## config.mk

```make
export PLATFORM = sky130hd
export DESIGN_NAME = alu_ctrl_encoder_flat
export DESIGN_NICKNAME = d
export VERILOG_FILES = /design/src/rtl/alu_ctrl_encoder_if.sv /design/src/rtl/alu_ctrl_encoder.sv /design/src/flat_wrapper.sv
export SDC_FILE = /design/constraint.sdc
export NUM_CORES = 1
export LEC_CHECK = 0
export BUFFER_PORTS_ARGS = -buffer_cell sky130_fd_sc_hd__buf_2
export CAP_MARGIN = 5
export CORE_MARGIN = 8
export CORE_UTILIZATION = 50
export CTS_CLUSTER_DIAMETER = 30
export DETAILED_ROUTE_END_ITERATION = 8
export PLACE_DENSITY_LB_ADDON = 0.05
export SYNTH_ARGS = -nofsm -noshare
export SYNTH_HDL_FRONTEND = slang
export SYNTH_SLANG_ARGS = --single-unit
```

## constraint.sdc

```tcl
create_clock -name i_clk -period 2.62 [get_ports i_clk]
set_input_delay 0.131 -clock i_clk [delete_from_list [all_inputs] [get_ports i_clk]]
set_output_delay 0.131 -clock i_clk [all_outputs]
set_load 0.01 [all_outputs]
```

## src/rtl/alu_ctrl_encoder_if.sv

```systemverilog
// Bus between the ID-stage instruction fields and the registered EX-stage
// ALU controls produced by alu_ctrl_encoder.
interface alu_ctrl_encoder_if #(
  parameter int CNT_WIDTH = 8
);

  // ID-stage side
  logic                 i_valid;
  logic [5:0]           i_opcode;
  logic [5:0]           i_funct;
  logic                 i_stall;
  logic                 i_flush;
  logic                 i_cnt_clr;

  // EX-stage side
  logic                 o_valid;
  logic [3:0]           o_alu_ctrl;
  logic                 o_alu_src_imm;
  logic                 o_imm_zext;
  logic                 o_shift;
  logic                 o_shamt_var;
  logic                 o_illegal;
  logic [CNT_WIDTH-1:0] o_illegal_cnt;

  // Pipeline control logic that feeds instructions and consumes the controls
  modport master (
    output i_valid, i_opcode, i_funct, i_stall, i_flush, i_cnt_clr,
    input  o_valid, o_alu_ctrl, o_alu_src_imm, o_imm_zext, o_shift,
           o_shamt_var, o_illegal, o_illegal_cnt
  );

  // The encoder itself
  modport slave (
    input  i_valid, i_opcode, i_funct, i_stall, i_flush, i_cnt_clr,
    output o_valid, o_alu_ctrl, o_alu_src_imm, o_imm_zext, o_shift,
           o_shamt_var, o_illegal, o_illegal_cnt
  );

endinterface

```

## src/rtl/alu_ctrl_encoder.sv

```systemverilog
// ID/EX-stage ALU control encoder: decodes MIPS opcode/funct into a 4-bit ALU
// op plus operand-steering flags, registers them across the ID/EX boundary
// with stall/flush support, and keeps a saturating count of illegal
// instructions for debug.
module alu_ctrl_encoder #(
  parameter int CNT_WIDTH = 8
) (
  input logic            i_clk,
  input logic            i_rst_n,
  alu_ctrl_encoder_if.slave bus
);

  typedef enum logic [3:0] {
    OP_ADD  = 4'b0000,
    OP_SUB  = 4'b0001,
    OP_AND  = 4'b0010,
    OP_OR   = 4'b0011,
    OP_XOR  = 4'b0100,
    OP_SLL  = 4'b0101,
    OP_SRL  = 4'b0110,
    OP_SRA  = 4'b0111,
    OP_SLT  = 4'b1000,
    OP_SLTU = 4'b1001
  } aluOp_e;

  aluOp_e               aluCtrl_d;
  logic                 valid_d;
  logic                 srcImm_d;
  logic                 immZext_d;
  logic                 shift_d;
  logic                 shamtVar_d;
  logic                 illegal_d;

  aluOp_e               aluCtrl_q;
  logic                 valid_q;
  logic                 srcImm_q;
  logic                 immZext_q;
  logic                 shift_q;
  logic                 shamtVar_q;
  logic                 illegal_q;
  logic [CNT_WIDTH-1:0] illegalCnt_q;

  logic                 capture;
  logic                 cntSat;

  // A capture edge is one that is neither flushed nor stalled
  assign capture = !bus.i_flush && !bus.i_stall;
  assign cntSat  = (illegalCnt_q == {CNT_WIDTH{1'b1}});

  // Combinational decode; an invalid slot decodes to a bubble so the fields are ignored
  always_comb begin
    aluCtrl_d  = OP_ADD;
    valid_d    = bus.i_valid;
    srcImm_d   = 1'b0;
    immZext_d  = 1'b0;
    shift_d    = 1'b0;
    shamtVar_d = 1'b0;
    illegal_d  = 1'b0;

    unique case (bus.i_opcode)
      6'b000000: begin
        unique case (bus.i_funct)
          6'b100000, 6'b100001: aluCtrl_d = OP_ADD;
          6'b100010, 6'b100011: aluCtrl_d = OP_SUB;
          6'b100100:            aluCtrl_d = OP_AND;
          6'b100101:            aluCtrl_d = OP_OR;
          6'b100110:            aluCtrl_d = OP_XOR;
          6'b101010:            aluCtrl_d = OP_SLT;
          6'b101011:            aluCtrl_d = OP_SLTU;
          6'b000000: begin aluCtrl_d = OP_SLL; shift_d = 1'b1; end
          6'b000010: begin aluCtrl_d = OP_SRL; shift_d = 1'b1; end
          6'b000011: begin aluCtrl_d = OP_SRA; shift_d = 1'b1; end
          6'b000100: begin aluCtrl_d = OP_SLL; shift_d = 1'b1; shamtVar_d = 1'b1; end
          6'b000110: begin aluCtrl_d = OP_SRL; shift_d = 1'b1; shamtVar_d = 1'b1; end
          6'b000111: begin aluCtrl_d = OP_SRA; shift_d = 1'b1; shamtVar_d = 1'b1; end
          default:              illegal_d = 1'b1;
        endcase
      end
      6'b001000, 6'b001001: begin aluCtrl_d = OP_ADD;  srcImm_d = 1'b1; end
      6'b001010:            begin aluCtrl_d = OP_SLT;  srcImm_d = 1'b1; end
      6'b001011:            begin aluCtrl_d = OP_SLTU; srcImm_d = 1'b1; end
      6'b001100: begin aluCtrl_d = OP_AND; srcImm_d = 1'b1; immZext_d = 1'b1; end
      6'b001101: begin aluCtrl_d = OP_OR;  srcImm_d = 1'b1; immZext_d = 1'b1; end
      6'b001110: begin aluCtrl_d = OP_XOR; srcImm_d = 1'b1; immZext_d = 1'b1; end
      6'b100011, 6'b101011: begin aluCtrl_d = OP_ADD; srcImm_d = 1'b1; end
      6'b000100, 6'b000101: aluCtrl_d = OP_SUB;
      default:              illegal_d = 1'b1;
    endcase

    // Illegal instructions fall back to a plain ADD with no steering
    if (illegal_d) begin
      aluCtrl_d  = OP_ADD;
      srcImm_d   = 1'b0;
      immZext_d  = 1'b0;
      shift_d    = 1'b0;
      shamtVar_d = 1'b0;
    end

    if (!bus.i_valid) begin
      aluCtrl_d  = OP_ADD;
      srcImm_d   = 1'b0;
      immZext_d  = 1'b0;
      shift_d    = 1'b0;
      shamtVar_d = 1'b0;
      illegal_d  = 1'b0;
    end
  end

  // ID/EX control register: reset, then flush to a bubble, then hold on stall, else capture
  always_ff @(posedge i_clk) begin
    if (!i_rst_n || bus.i_flush) begin
      valid_q    <= 1'b0;
      aluCtrl_q  <= OP_ADD;
      srcImm_q   <= 1'b0;
      immZext_q  <= 1'b0;
      shift_q    <= 1'b0;
      shamtVar_q <= 1'b0;
      illegal_q  <= 1'b0;
    end else if (!bus.i_stall) begin
      valid_q    <= valid_d;
      aluCtrl_q  <= aluCtrl_d;
      srcImm_q   <= srcImm_d;
      immZext_q  <= immZext_d;
      shift_q    <= shift_d;
      shamtVar_q <= shamtVar_d;
      illegal_q  <= illegal_d;
    end
  end

  // Saturating illegal-instruction counter; clear beats a same-edge increment
  always_ff @(posedge i_clk) begin
    if (!i_rst_n || bus.i_cnt_clr) begin
      illegalCnt_q <= '0;
    end else if (capture && illegal_d && !cntSat) begin
      illegalCnt_q <= illegalCnt_q + CNT_WIDTH'(1);
    end
  end

  assign bus.o_valid       = valid_q;
  assign bus.o_alu_ctrl    = aluCtrl_q;
  assign bus.o_alu_src_imm = srcImm_q;
  assign bus.o_imm_zext    = immZext_q;
  assign bus.o_shift       = shift_q;
  assign bus.o_shamt_var   = shamtVar_q;
  assign bus.o_illegal     = illegal_q;
  assign bus.o_illegal_cnt = illegalCnt_q;

endmodule

```

## src/flat_wrapper.sv

```systemverilog
// flat-port wrapper written by rule: the top's interface ports become plain ports
module alu_ctrl_encoder_flat 
#(
  parameter int CNT_WIDTH = 8
)
  (i_clk, i_rst_n, bus_i_valid, bus_i_opcode, bus_i_funct, bus_i_stall, bus_i_flush, bus_i_cnt_clr, bus_o_valid, bus_o_alu_ctrl, bus_o_alu_src_imm, bus_o_imm_zext, bus_o_shift, bus_o_shamt_var, bus_o_illegal, bus_o_illegal_cnt);
  alu_ctrl_encoder_if #(.CNT_WIDTH(CNT_WIDTH)) bus_i ();
  input logic i_clk;
  input logic i_rst_n;
  input wire logic [$bits(bus_i.i_valid)-1:0] bus_i_valid;
  input wire logic [$bits(bus_i.i_opcode)-1:0] bus_i_opcode;
  input wire logic [$bits(bus_i.i_funct)-1:0] bus_i_funct;
  input wire logic [$bits(bus_i.i_stall)-1:0] bus_i_stall;
  input wire logic [$bits(bus_i.i_flush)-1:0] bus_i_flush;
  input wire logic [$bits(bus_i.i_cnt_clr)-1:0] bus_i_cnt_clr;
  output wire logic [$bits(bus_i.o_valid)-1:0] bus_o_valid;
  output wire logic [$bits(bus_i.o_alu_ctrl)-1:0] bus_o_alu_ctrl;
  output wire logic [$bits(bus_i.o_alu_src_imm)-1:0] bus_o_alu_src_imm;
  output wire logic [$bits(bus_i.o_imm_zext)-1:0] bus_o_imm_zext;
  output wire logic [$bits(bus_i.o_shift)-1:0] bus_o_shift;
  output wire logic [$bits(bus_i.o_shamt_var)-1:0] bus_o_shamt_var;
  output wire logic [$bits(bus_i.o_illegal)-1:0] bus_o_illegal;
  output wire logic [$bits(bus_i.o_illegal_cnt)-1:0] bus_o_illegal_cnt;
  assign bus_i.i_valid = bus_i_valid;
  assign bus_i.i_opcode = bus_i_opcode;
  assign bus_i.i_funct = bus_i_funct;
  assign bus_i.i_stall = bus_i_stall;
  assign bus_i.i_flush = bus_i_flush;
  assign bus_i.i_cnt_clr = bus_i_cnt_clr;
  assign bus_o_valid = bus_i.o_valid;
  assign bus_o_alu_ctrl = bus_i.o_alu_ctrl;
  assign bus_o_alu_src_imm = bus_i.o_alu_src_imm;
  assign bus_o_imm_zext = bus_i.o_imm_zext;
  assign bus_o_shift = bus_i.o_shift;
  assign bus_o_shamt_var = bus_i.o_shamt_var;
  assign bus_o_illegal = bus_i.o_illegal;
  assign bus_o_illegal_cnt = bus_i.o_illegal_cnt;
  alu_ctrl_encoder #(.CNT_WIDTH(CNT_WIDTH)) u_core (.i_clk(i_clk), .i_rst_n(i_rst_n), .bus(bus_i));
endmodule
```

======== Yosys cells after proc, flatten, opt, wreduce, memory -nomap -nowiden ========
Cells that the tools add are included.
storage, ports and cells
  register bits after elaboration ......... 18
  input port bits ......................... 18
  output and inout port bits .............. 18
operators by class
  add/subtract/negate cells ............... 1
  equality and inequality tests ........... 26
  multiplexer cells ....................... 21
  reduce and logical (&&, ||, !) cells .... 22
operators with widths
  operator               number
  $eq A6 B6 Y1 const B   11
  $eq A6 B4 Y1 const B   7
  $pmux W4 S9            1
  $eq A6 B3 Y1 const B   5
  $pmux W4 S7            1
  $mux W1                16
  $reduce_or A15 Y1      1
  $eq A6 B2 Y1 const B   2
  $logic_not A6 Y1       2
  $reduce_or A11 Y1      1
  $reduce_or A2 Y1       5
  $reduce_or A9 Y1       1
  $add A8 B1 Y8 const B  1
  $eq A8 B8 Y1 const B   1
  $mux W4                2
  $reduce_or A3 Y1       2
  $reduce_or A6 Y1       1
  $logic_not A1 Y1       4
  $logic_and A1 B1 Y1    3
  $logic_or A1 B1 Y1     2
  $pmux W1 S2            1

======== Longest topological paths before layout ========
  depth after elaboration ................. 7
  gate-level depth with buffers ........... 9
  depth with buffers taken out ............ 7

======== Worst setup path before layout ========
Ideal clock, no wire load.
  kind .................................... input to register
  start ................................... input bus_i_funct[5]
  end ..................................... register u_core.illegalCnt_q[5] (netlist: u_core.bus.o_illegal_cnt[5])
  library setup time ...................... 70 ps
  arrival time ............................ 1952 ps
  slack ................................... 597 ps
  stages .................................. 8
  buffers on the path ..................... 2
  path through ............................ buf_6 and3b_4 a211o_1 a2111o_1 o2111a_1 buf_6 or4_1 a21oi_1
on the way
  word-level cells in the longest chain between the ends .. 7
  elaborated cells on any way between the ends .. 21
ends and longest elaborated chain
  what                                        line                     text
  start, declared                             flat_wrapper.sv:12       input wire logic [$bits(bus_i.i_funct)-1:0] bus_i_funct;
  $eq A6 B6 Y1, or another cell as far along  alu_ctrl_encoder.sv:62   unique case (bus.i_funct)
  $reduce_or A15 Y1 (no source line) *        -
  $mux W1 *                                   alu_ctrl_encoder.sv:62
  $pmux W1 S2 *                               alu_ctrl_encoder.sv:60   unique case (bus.i_opcode)
  $mux W1 *                                   alu_ctrl_encoder.sv:99   if (!bus.i_valid) begin
  $logic_and A1 B1 Y1 * (2 in a row)          alu_ctrl_encoder.sv:134  end else if (capture && illegal_d && !cntSat) begin
  end signal, assigned                        alu_ctrl_encoder.sv:135  illegalCnt_q <= illegalCnt_q + CNT_WIDTH'(1);
  end, declared                               alu_ctrl_encoder.sv:41   logic [CNT_WIDTH-1:0] illegalCnt_q;
Mark *: on every way between the ends. The rest lies on a longest branch, timed or not.
A chain may end at the register's enable or synchronous reset.

======== Worst setup path after layout ========
  start ................................... input bus_i_funct[1]
  end ..................................... register u_core.illegalCnt_q[5] (netlist: u_core.bus.o_illegal_cnt[5])
Same word-level chain as after synthesis.

==> results by group <==
Status
  – Status: finished clean

Timing
  – Slew margin rel.: 61.1%
  – Minimum clock period: 2.10 ns
  – Final worst path period share: 80.3%
  – Hold WS: 0.131 ns
  – PnR worst setup slack: 0.515 ns
  – Fmax: 0.475 GHz
  – Slew Viols, Final: 0
  – Hold Violations, Final: 0
  – Worst-Margin Slew: 0.583 ns
  – Clock skew: 0.00222 ns
  – Setup-failing EPs final: 0
  – Post-route setup TNS: 0 ns
  – RSZ-0062 raised after global routing: no

Drt
  – Drt first pass iters: 4
  – Final WL: 3130 µm
  – Routed via count: 1265
  – WL/cell: 14.9 µm
  – Drt drc: 0
  – DRT iter0 DRCs: 88
  – Post-route ant nets: 0
  – Vias/cell: 6.02

Clock tree
  – Skew-Pair Late Insertion Delay: 0.29 ns
  – Number of buffers created by CTS: 3
  – Clock slew at reported path FFs: 0.11 ns
  – Clock Tree Root: clkbuf_4
  – Hold_buf cts: 0
  – H-tree depth: 1
  – CTS tree: yes
  – Max clock buf depth: 2
  – Post-CTS Setup Repair Bufs: 0
  – Post-CTS Resized: 0
  – Number of clock sinks: 18

Global route
  – Total Routing Usage GR: 14.6%
  – Grt ovf: 0
  – Vias in the first global route: 1177
  – Global-route wire length before repair: 5040 µm
  – Largest net degree at the start of global routing: 20
  – Initial antenna violation count: 0

Power
  – Sw Pwr: 0.147 mW
  – Switching part of the total: 27.3%
  – VDD IR max: 0.532 mV
  – Leakage: 0.537 nW
  – Part of the power in registers: 51.1%
  – Clk pwr share: 32.1%
  – Combinational Power Share: 16.8%
  – Pint: 0.392 mW
  – Pwr Density: 399 nW/µm²

Cells and area
  – Nets: 202
  – Fill count: 206
  – Area growth from synthesis to final layout: 17.6%
  – Reg area: 360 µm²
  – Footprint of the multi-input gates: 727 µm²
  – Fraction of layout cells with a size suffix above 1: 23.6%
  – # diodes: 0
  – Final instance area: 1350 µm²

Logic synthesis
  – Syn Nets: 169
  – Fraction of registers with async set or reset after synthesis: 0%
  – Synth Flop Type: dfxtp_1
  – Simple logic cell fraction of the synthesized area: 31.4%
  – Post-synthesis mux area share: 0%
  – EDFF count, synth: 0
  – Adder-cell share of the synthesized area: 1.09%
  – Synth Area in XOR/XNOR: 0%
  – Sequential fraction of the synthesis area: 31.3%
  – Mapped Cells: 150
  – Syn Area/Cell: 7.67 µm²
  – Largest family of logic cells by synthesized area: simple AND/OR/NAND/NOR gates
  – Synth Cell Area: 1150 µm²
  – Distinct cell type count after synthesis: 41
  – Yosys reg bits: 18
  – Compound-Gate Fraction of Synth Area: 30.7%
  – Yosys warning total: 0

Setup path
  – Type of origin of the critical path: input pin
  – Critical path buffers and inverters: 1
  – CP max stage delay: 0.57 ns
  – Crit Path Max Fanout: 19
  – Slowest CP cell: or4_1
  – R2R setup slack: 0.60 ns
  – Worst EP required: 2.85 ns
  – WS Path Type: in -> reg
  – CP cell instances: buf_2, and3b_4, a211o_1, a2111o_1, o2111a_1, or4_1, a21oi_1
  – CP arrival: 2.34 ns
  – CP top delay family: compound AO/OA/AOI/OAI gates
  – Critical Path End Type: register

Place
  – Hpwl dp: 2300 µm
  – RD Place Congestion: 0.920
  – Area after DPL: 1320 µm²
  – Setup WS pre-CTS: 0.234 ns
  – IO Port Bufs: 35

Die
  – Core ar.: 2190 µm²
  – Die width: 64.0 µm
  – Initial Util: 52.5%
  – Die area: 4090 µm²
  – Top Ports: 36
  – Row Count: 17
  – Die H: 64.0 µm

Worst hold path
  – HP Class: in -> reg

Flow run
  – Max Cap Violations: 0
[power by group through the flow]
stage	Combinational, mW	Clock (mW)	Sequential [mW]
2_1_floorplan	0.0586	0	0.283
3_3_place_gp	0.0862	0	0.282
3_5_place_dp	0.0882	0	0.282
4_1_cts	0.0885	0.174	0.276
5_1_grt	0.101	0.185	0.276
6_report	0.0909	0.173	0.276
[registers in the layout, indices dropped and copies added (netlist names)]
| signal | count |
|---|---|
| u_core.bus.o_alu_ctrl | 4 |
| u_core.bus.o_alu_src_imm | 1 |
| u_core.bus.o_illegal | 1 |
| u_core.bus.o_illegal_cnt | 8 |
| u_core.bus.o_imm_zext | 1 |
| u_core.bus.o_shamt_var | 1 |
| u_core.bus.o_shift | 1 |
| u_core.bus.o_valid | 1 |
[cells in the mapped netlist (2+ instances only)]
library cell / count / area, µm²
dfxtp_1: 18 / 360
nand2_1: 15 / 56.3
a21oi_1: 12 / 60.1
nand3_1: 11 / 55.1
nor2_1: 11 / 41.3
o21ai_0: 9 / 45.0
nand2b_1: 7 / 43.8
o31ai_1: 6 / 45.0
inv_1: 5 / 18.8
nor2b_1: 5 / 31.3
or4_1: 4 / 30.0
a31oi_1: 3 / 18.8
and3_1: 3 / 18.8
clkbuf_1: 3 / 11.3
or3_1: 3 / 18.8
a22oi_1: 2 / 15.0
a2bb2oi_1: 2 / 17.5
a32oi_1: 2 / 17.5
buf_2: 2 / 10.0
buf_6: 2 / 22.5
nor3_1: 2 / 10.0
o2111a_1: 2 / 22.5
o211ai_1: 2 / 15.0
o221ai_1: 2 / 17.5
[per-stage QoR]
step                      util (%)  power [mW]  instances
after floorplan                  -       0.341        150
after global placement        60.1       0.368        206
after detailed placement      60.1       0.370        206
after CTS                     61.7       0.538        210
after global routing          61.7       0.562        210
final                         61.7       0.540        210
[cells by family (layout without fill, tap and decap cells)]
logic type,count (synthesis),count (layout)
adders and majority gates,1,1
and+or+nand+nor,68,68
AOI/OAI and AO/OA,51,51
DFF,18,18
buffers and inverters,12,44
[worst paths after layout]
| path | endpoint | start | cells after the start |
|---|---|---|---|
| worst min-delay path | u_core.bus.o_illegal_cnt[1] | bus_i_cnt_clr | 4 |
| worst min register to register | u_core.bus.o_valid | u_core.bus.o_valid | 2 |
| worst max-delay path | u_core.bus.o_illegal_cnt[5] | bus_i_funct[1] | 7 |
| worst max register to register | u_core.bus.o_illegal_cnt[7] | u_core.bus.o_illegal_cnt[0] | 7 |
[worst register-to-register path, stage by stage, from the launching register on]
cell and delay, ns:
dfxtp_1 0.36, ha_1 0.22, and3_1 0.22, a31o_2 0.26
nor3_1 0.17, inv_1 0.11, or4_1 0.47, a21oi_1 0.14
[routing by layer]
metal	routed length (µm)	vias to the layer above	share of wire, %	track usage [%]
met4	12	0	0.38	1.95
met3	216	2	6.9	5.23
met5	0	-	0	0
met1	1480	581	47	17.5
li1	-	636	-	-
met2	1430	46	46	25.0
[cell type report]
class	count	area share, %
inverters	5	1.39
clock buffers	4	2.68
well taps	28	2.59
flip-flops and latches	18	26.6
repair buffers	35	13.0
multi-input cells	120	53.7
[layout by cell type (no fill, tap or decap), types with 2 or more instances in the layout]
cell type  count
buf_2         35
dfxtp_1       18
nand2_1       15
a21oi_1       12
nor2_1        11
nand3_1       11
o21ai_0        9
nand2b_1       7
o31ai_1        6
nor2b_1        5
inv_1          5
or4_1          4
and3_1         3
a31oi_1        3
or3_1          3
clkbuf_4       3
o2111a_1       2
nor3_1         2
o211ai_1       2
a32oi_1        2
o221ai_1       2
a22oi_1        2
a2bb2oi_1      2
No activity file was read; power rests on OpenSTA's default activity.
